**src/rtl/vga_game_pkg.sv**
```systemverilog
// Shared VGA 640x480@60 timing constants, colours and ball direction type.
package vga_game_pkg;

  localparam logic [9:0] H_VISIBLE = 10'd640;
  localparam logic [9:0] H_FP      = 10'd16;
  localparam logic [9:0] H_SYNC    = 10'd96;
  localparam logic [9:0] H_BP      = 10'd48;
  localparam logic [9:0] H_TOTAL   = H_VISIBLE + H_FP + H_SYNC + H_BP;

  localparam logic [9:0] V_VISIBLE = 10'd480;
  localparam logic [9:0] V_FP      = 10'd10;
  localparam logic [9:0] V_SYNC    = 10'd2;
  localparam logic [9:0] V_BP      = 10'd33;
  localparam logic [9:0] V_TOTAL   = V_VISIBLE + V_FP + V_SYNC + V_BP;

  typedef logic [11:0] rgb_t;

  localparam rgb_t COL_BLACK = 12'h000;
  localparam rgb_t COL_WHITE = 12'hFFF;
  localparam rgb_t COL_BLUE  = 12'h00F;

  typedef enum logic {
    DIR_POS = 1'b0,
    DIR_NEG = 1'b1
  } dir_t;

endpackage

```
**src/rtl/vga_game_timing.sv**
```systemverilog
// Pixel/line counters with combinational sync, active-area and frame-tick decode.
module vga_timing
  import vga_game_pkg::*;
(
  input  logic       clk,
  input  logic       rst,
  input  logic       i_pix_tick,
  output logic [9:0] o_h_cnt,
  output logic [9:0] o_v_cnt,
  output logic       o_active,
  output logic       o_hsync_n,
  output logic       o_vsync_n,
  output logic       o_frame_tick
);

  localparam logic [9:0] H_SYNC_START = H_VISIBLE + H_FP;
  localparam logic [9:0] H_SYNC_END   = H_SYNC_START + H_SYNC - 10'd1;
  localparam logic [9:0] V_SYNC_START = V_VISIBLE + V_FP;
  localparam logic [9:0] V_SYNC_END   = V_SYNC_START + V_SYNC - 10'd1;

  logic [9:0] r_h_cnt;
  logic [9:0] r_v_cnt;

  always_ff @(posedge clk or posedge rst) begin
    if (rst) begin
      r_h_cnt <= '0;
      r_v_cnt <= '0;
    end else if (i_pix_tick) begin
      if (r_h_cnt == H_TOTAL - 10'd1) begin
        r_h_cnt <= '0;
        r_v_cnt <= (r_v_cnt == V_TOTAL - 10'd1) ? '0 : r_v_cnt + 10'd1;
      end else begin
        r_h_cnt <= r_h_cnt + 10'd1;
      end
    end
  end

  assign o_h_cnt      = r_h_cnt;
  assign o_v_cnt      = r_v_cnt;
  assign o_active     = (r_h_cnt < H_VISIBLE) && (r_v_cnt < V_VISIBLE);
  assign o_hsync_n    = !((r_h_cnt >= H_SYNC_START) && (r_h_cnt <= H_SYNC_END));
  assign o_vsync_n    = !((r_v_cnt >= V_SYNC_START) && (r_v_cnt <= V_SYNC_END));
  // First blanking line start: the one point per frame where the ball may move.
  assign o_frame_tick = i_pix_tick && (r_h_cnt == 10'd0) && (r_v_cnt == V_VISIBLE);

endmodule

```
**src/rtl/vga_game_top.sv**
```systemverilog
// Autonomous bouncing-ball VGA demo, 640x480@60 from a 100 MHz clock.
// Define GAME_BORDER_EN to draw a blue border and bounce off its inner edge.
module vga_game_top
  import vga_game_pkg::*;
#(
  parameter int CLK_DIV    = 4,
  parameter int BALL_SIZE  = 16,
  parameter int BALL_SPEED = 2,
  parameter int BORDER_W   = 8
) (
  input  logic       clk,
  input  logic       rst,
  output logic [3:0] pix_r,
  output logic [3:0] pix_g,
  output logic [3:0] pix_b,
  output logic       hsync,
  output logic       vsync
);

`ifdef GAME_BORDER_EN
  localparam bit BORDER_EN = 1'b1;
`else
  localparam bit BORDER_EN = 1'b0;
`endif

  localparam int DIV_W  = (CLK_DIV > 1) ? $clog2(CLK_DIV) : 1;
  localparam int MARGIN = BORDER_EN ? BORDER_W : 0;
  localparam int X_MAX  = int'(H_VISIBLE) - BALL_SIZE - MARGIN;
  localparam int Y_MAX  = int'(V_VISIBLE) - BALL_SIZE - MARGIN;

  localparam logic [9:0] X_RST = 10'((int'(H_VISIBLE) - BALL_SIZE) / 2);
  localparam logic [8:0] Y_RST = 9'((int'(V_VISIBLE) - BALL_SIZE) / 2);

  localparam logic signed [11:0] SPEED_S  = 12'(BALL_SPEED);
  localparam logic signed [11:0] X_MAX_S  = 12'(X_MAX);
  localparam logic signed [11:0] Y_MAX_S  = 12'(Y_MAX);
  localparam logic signed [11:0] MARGIN_S = 12'(MARGIN);

  localparam logic [9:0] BW      = 10'(BORDER_W);
  localparam logic [9:0] H_BD_HI = H_VISIBLE - BW;
  localparam logic [9:0] V_BD_HI = V_VISIBLE - BW;

  logic [DIV_W-1:0]   r_div;
  logic               w_pix_tick;
  logic [9:0]         w_h_cnt;
  logic [9:0]         w_v_cnt;
  logic               w_active;
  logic               w_hsync_n;
  logic               w_vsync_n;
  logic               w_frame_tick;
  logic [9:0]         r_ball_x;
  logic [8:0]         r_ball_y;
  dir_t               r_dir_x;
  dir_t               r_dir_y;
  logic signed [11:0] w_next_x;
  logic signed [11:0] w_next_y;
  logic [10:0]        w_x_end;
  logic [9:0]         w_y_end;
  logic               w_in_ball;
  logic               w_border;
  rgb_t               w_col;

  assign w_pix_tick = (r_div == DIV_W'(CLK_DIV - 1));

  always_ff @(posedge clk or posedge rst) begin
    if (rst)             r_div <= '0;
    else if (w_pix_tick) r_div <= '0;
    else                 r_div <= r_div + 1'b1;
  end

  vga_timing u_timing (
    .clk          (clk),
    .rst          (rst),
    .i_pix_tick   (w_pix_tick),
    .o_h_cnt      (w_h_cnt),
    .o_v_cnt      (w_v_cnt),
    .o_active     (w_active),
    .o_hsync_n    (w_hsync_n),
    .o_vsync_n    (w_vsync_n),
    .o_frame_tick (w_frame_tick)
  );

  // Signed step so a move past the low wall shows up as negative, not a wrap.
  always_comb begin
    w_next_x = (r_dir_x == DIR_NEG) ? $signed({2'b00, r_ball_x}) - SPEED_S
                                    : $signed({2'b00, r_ball_x}) + SPEED_S;
    w_next_y = (r_dir_y == DIR_NEG) ? $signed({3'b000, r_ball_y}) - SPEED_S
                                    : $signed({3'b000, r_ball_y}) + SPEED_S;
  end

  always_ff @(posedge clk or posedge rst) begin
    if (rst) begin
      r_ball_x <= X_RST;
      r_ball_y <= Y_RST;
      r_dir_x  <= DIR_POS;
      r_dir_y  <= DIR_POS;
    end else if (w_frame_tick) begin
      if (w_next_x >= X_MAX_S) begin
        r_ball_x <= 10'(X_MAX);
        r_dir_x  <= DIR_NEG;
      end else if (w_next_x <= MARGIN_S) begin
        r_ball_x <= 10'(MARGIN);
        r_dir_x  <= DIR_POS;
      end else begin
        r_ball_x <= w_next_x[9:0];
      end
      if (w_next_y >= Y_MAX_S) begin
        r_ball_y <= 9'(Y_MAX);
        r_dir_y  <= DIR_NEG;
      end else if (w_next_y <= MARGIN_S) begin
        r_ball_y <= 9'(MARGIN);
        r_dir_y  <= DIR_POS;
      end else begin
        r_ball_y <= w_next_y[8:0];
      end
    end
  end

  assign w_x_end   = {1'b0, r_ball_x} + 11'(BALL_SIZE);
  assign w_y_end   = {1'b0, r_ball_y} + 10'(BALL_SIZE);
  assign w_in_ball = (w_h_cnt >= r_ball_x) && ({1'b0, w_h_cnt} < w_x_end) &&
                     (w_v_cnt >= {1'b0, r_ball_y}) && (w_v_cnt < w_y_end);
  assign w_border  = (w_h_cnt < BW) || (w_h_cnt >= H_BD_HI) ||
                     (w_v_cnt < BW) || (w_v_cnt >= V_BD_HI);

  always_comb begin
    w_col = COL_BLACK;
    if (w_active) begin
      if (BORDER_EN && w_border) w_col = COL_BLUE;
      if (w_in_ball)             w_col = COL_WHITE;
    end
  end

  // Sync and colour share one register stage so they stay pixel-aligned.
  always_ff @(posedge clk or posedge rst) begin
    if (rst) begin
      pix_r <= '0;
      pix_g <= '0;
      pix_b <= '0;
      hsync <= 1'b1;
      vsync <= 1'b1;
    end else if (w_pix_tick) begin
      {pix_r, pix_g, pix_b} <= w_col;
      hsync <= w_hsync_n;
      vsync <= w_vsync_n;
    end
  end

endmodule

```
**config.mk**
```make
export PLATFORM = sky130hd
export DESIGN_NAME = vga_game_top
export DESIGN_NICKNAME = d
export VERILOG_FILES = /design/src/rtl/vga_game_pkg.sv /design/src/rtl/vga_game_timing.sv /design/src/rtl/vga_game_top.sv
export SDC_FILE = /design/constraint.sdc
export NUM_CORES = 1
export LEC_CHECK = 0
export ABC_AREA = 0
export CORE_MARGIN = 1
export CORE_UTILIZATION = 50
export CTS_BUF_LIST = sky130_fd_sc_hd__clkbuf_4 sky130_fd_sc_hd__clkbuf_8 sky130_fd_sc_hd__clkbuf_16
export CTS_CLUSTER_DIAMETER = 40
export DETAILED_ROUTE_END_ITERATION = 10
export GPL_TIMING_DRIVEN = 0
export PLACE_DENSITY_LB_ADDON = 0.05
export SLEW_MARGIN = 20
export SYNTH_ARGS = -nofsm -noshare
export SYNTH_HDL_FRONTEND = slang
export SYNTH_SLANG_ARGS = --single-unit
export TNS_END_PERCENT = 1
```
**constraint.sdc**
```tcl
create_clock -name clk -period 2.33 [get_ports clk]
set_input_delay 0.466 -clock clk [delete_from_list [all_inputs] [get_ports clk]]
set_output_delay 0.466 -clock clk [all_outputs]
set_load 0.05 [all_outputs]
```
==> summary.md <==
STA classifies the critical path startpoint as a flop. The sequential element share of the synthesized area is 0.304, and the length in cells of the worst reg-to-reg path is 9. The die is 87.6 um wide. The mean instance size in the synthesized netlist was 8.76 um2; the proportion of power drawn by combinational gates was 0.015. The number of DRC violations after detailed-routing iteration 0 is 173. The synthesized netlist contains 58 unique library cells.

For the global placement routability congestion, the log shows 0.883. Once detail routing completed, the nets flagged for antenna violations numbered 0. The clock drives 44 sinks.

Area share of the leading cell type in the synthesized netlist: 0.232. Summed over all cells, the static leakage comes to 1.79 nW. The tightest min-delay check is of the reg -> reg type. The area of the mapped netlist is 3660 um2.

Summed over all layers, the global routing overflow is 0. Number of instances on the worst hold path: 1. In the detailed route, the total length drawn on met2 is 3900 um. Yosys mapped a number of flops with a built-in enable equal to 0. The tools report the core outline area as 6940 um2. The filler cell count in the final layout is 585. The final number of hold-violating endpoints is 0.

The tools report the endpoint of the lowest-slack register-to-register path as r_ball_x[6]. In this run the tool buffered the top-level ports with 15 buffer cells. The clock tree synthesis step divided the H-tree into 2 levels. The post-detailed-routing wire length is 8270 um, and the internal power contribution is 1.10 mW. The run gives 2.80 ns as the data arrival time of the worst path.

The die outline area is 7670 um2. Final hold analysis gives a worst-case slack of 0.429 ns. TritonCTS built the clock tree. The HPWL after detailed placement is 6110 um. Leaving out fill and tap cells, the most frequent cell in the layout is sky130_fd_sc_hd__ha_1. Top-level port count: 16. Among all flip-flop cells after synthesis, the most frequent one is sky130_fd_sc_hd__dfrtp_1. Via density per instance: 5.76.

The number of antenna diodes in the final layout is 0. The tools report the instance count of the mapped netlist as 418. The tools report the combined area of the multi-input logic cells as 2450 um2. In the final routing, the length of wire on met1 measures 3970 um.

In the layout the commonest cells are sky130_fd_sc_hd__ha_1 (42), sky130_fd_sc_hd__dfrtp_1 (30), sky130_fd_sc_hd__nor2_1 (29), sky130_fd_sc_hd__xnor2_1 (29), sky130_fd_sc_hd__nand2_1 (29). Summed over all instances, the cell type with the most area after synthesis is sky130_fd_sc_hd__dfrtp_1. Signal routing reaches up to met4. The wire length of the first global-routing pass is 13,700 um, and the net switching power figure is 0.285 mW.

In the post-synthesis netlist, the biggest area contributors are sky130_fd_sc_hd__dfrtp_1 (23%), sky130_fd_sc_hd__ha_1 (15%), sky130_fd_sc_hd__xnor2_1 (7.4%), sky130_fd_sc_hd__dfstp_2 (7.2%), sky130_fd_sc_hd__o21ai_0 (3.4%). The critical path's largest stage delay is 0.66 ns, and the final-layout setup total negative slack is -1.97 ns. The run gives 0.30 ns as the clock latency reported for the late side of the worst-skew pair.

After detailed routing, the number of remaining DRC violations is 0. The initial core utilization was 0.528. The logs give 0.552 for the part of the total power dissipated in sequential elements and 0 for the count of max-cap constraint violations.

The overall die height is 87.6 um. In this run the register-to-register setup slack is -0.29 ns. For the worst setup path, the data required time is 2.52 ns. Hold repair after CTS inserted 0 buffers.

In this run the most critical hold path is launched from r_div[0]. The number of slew-limit violations in the final report is 0. The switching part of the total is 0.206, and the clock slew seen by the registers of the worst setup and hold paths is 0.09 ns.

The worst setup path is captured at a flop. The run gives 0.433 as the fraction of power consumed by the clock network. Derived from the worst setup path, the maximum achievable clock frequency is 382 MHz. The post-detailed-route wirelength per cell is 15.1 um. Worst min-delay path endpoint: r_div[0]. Setup repair after global routing could not meet its margin everywhere.

The largest driver fanout on the critical path works out to 7. The CTS buffer count was 5; the number of global-route vias before repair was 2,849. Detailed routing placed a total of 206 um of wire on met3.

The number of detailed-route iterations in the first pass was 4; the synthesis-stage register bit count was 44. The setup path with the least slack is of type reg -> reg. The cell sitting at the root of the clock tree is a sky130_fd_sc_hd__clkbuf_8.

The signed area change from the synthesized netlist to the final layout works out to 17.7%. The tools report the number of nets in the synthesized netlist as 465. The logs give 0.229 for the total track usage and -0.287 ns for the minimum setup slack in the final design. Reg-to-reg startpoint: r_ball_x[4]. The signal on the critical path passes through clkinvlp_4, buf_4, buf_4, o41ai_4, xnor2_2, a311o_1, a21oi_4, a31oi_1, o22a_1. Setup violations remaining at the end of the flow were counted as 12. The number of antenna violations at the first check in global routing is 0, and the final worst-path cycle share is 1.12. The run finished, with violations left.

The routed layout has 3,153 vias. Subtracting the final worst setup slack from the clock period gives 2.62 ns. At the pin with the least slew margin, the transition time is 0.703 ns.

The run gives 0.528 as the tightest slew margin relative to the limit. The clock passes through at most 2 buffers. Row generation in the floorplan step produced 30 rows. The area occupied by registers was 1120 um2. The final reports fail on setup timing. Power spread over the standard cell area amounts to 321 nW/um2. Share of cells above drive strength 1: 0.175. The number of warnings issued by yosys is 0. The largest net degree at the start of global routing is 26, and the clock skew after layout is 0.00887 ns.

The most numerous cell on the critical path was sky130_fd_sc_hd__buf_4. The largest individual stage delay along the critical path comes from the cell sky130_fd_sc_hd__dfstp_2. The fraction of synthesis flops using an asynchronous set or reset pin came out at 1.00. Final-stage net count: 497.

The tools report the highest ir drop seen on vdd as 0.248 mV.
==> Yosys cell counts, types with 9 or more instances <==
cell type                   n
sky130_fd_sc_hd__a21oi_1   18
sky130_fd_sc_hd__buf_4     11
sky130_fd_sc_hd__clkbuf_1   9
sky130_fd_sc_hd__dfrtp_1   34
sky130_fd_sc_hd__dfstp_2   10
sky130_fd_sc_hd__ha_1      45
sky130_fd_sc_hd__inv_1     28
sky130_fd_sc_hd__nand2_1   29
sky130_fd_sc_hd__nand3_1   17
sky130_fd_sc_hd__nor2_1    29
sky130_fd_sc_hd__nor3_1    13
sky130_fd_sc_hd__o21ai_0   25
sky130_fd_sc_hd__xnor2_1   31
==> worst max-delay path, delay by kind of cell (launching register included) <==
family,cells,cell delay (ns)
AOI/OAI and AO/OA,5,1.21
buffers and inverters,3,0.49
xor gates and xnor gates,1,0.14
DFF,1,0.66
==> through the flow <==
stage | setup slack, ns | utilization | instance area, um2 | power (mW) | std cells
after floorplan | 0.0240 | - | 3660 | 0.789 | 418
after global placement | -0.342 | 0.566 | 3930 | 0.796 | 529
after detailed placement | -0.373 | 0.569 | 3950 | 0.801 | 530
after CTS | -0.260 | 0.592 | 4110 | 1.40 | 538
after global routing | -0.377 | 0.621 | 4310 | 1.43 | 547
final | -0.287 | 0.621 | 4310 | 1.38 | 547
==> sequential cells by signal, indices dropped and copies added (netlist names) <==
| signal | flops |
|---|---|
| u_timing.o_v_cnt | 10 |
| u_timing.o_h_cnt | 10 |
| r_ball_y | 8 |
| vsync | 1 |
| r_dir_x | 1 |
| r_div | 2 |
| r_ball_x | 9 |
| pix_r | 1 |
| hsync | 1 |
| r_dir_y | 1 |
==> cell families after synthesis <==
| group | count (synthesis) | share of synthesized area |
|---|---|---|
| AOI/OAI and AO/OA | 93 | 0.168 |
| DFF | 44 | 0.304 |
| xor gates and xnor gates | 36 | 0.0861 |
| buffers and inverters | 54 | 0.0710 |
| and+or+nand+nor | 143 | 0.209 |
| adders and majority gates | 45 | 0.154 |
| muxes | 3 | 0.00854 |
==> power groups by stage <==
stage	logic, mW	clock network, mW	registers [mW]
floorplan	0.0111	0	0.778
global placement	0.0176	0	0.778
detailed placement	0.0226	0	0.778
CTS	0.0226	0.611	0.764
global route	0.0249	0.637	0.764
finish	0.0208	0.600	0.764
==> what timing repair did <==
item / in CTS / in global routing
buffers inserted: 1 / 10
pin swaps: 2 / 10
setup endpoints to repair: 22 / 32
resized for setup: 12 / 23
==> final cells by class <==
type	instances	share of cell area
clock inverter	2	0.00813
timing repair buffer	27	0.0586
buffer	22	0.0337
multi-input combinational	320	0.568
clock buffer	6	0.0177
sequential	44	0.259
inverter	30	0.0270
tap	96	0.0279
==> worst max path at each step <==
stage                     slack, ns   startpoint           to
final                         -0.29  r_ball_x[4]  r_ball_x[6]
after global routing          -0.38  r_ball_x[4]  r_ball_x[6]
after CTS                     -0.26  r_ball_x[4]  r_ball_x[6]
after detailed placement      -0.37  r_ball_y[6]     pix_r[2]
after global placement        -0.34  r_ball_y[6]     pix_r[2]
after floorplan                0.02  r_ball_y[3]      r_dir_y
==> routing by layer <==
metal | up-vias | track usage
li1 | 1569 | -
met1 | 1501 | 0.310
met2 | 61 | 0.379
met3 | 22 | 0.0358
met4 | 0 | 0.0641
met5 | - | 0
Note: power is estimated with default switching activity, not from simulation.
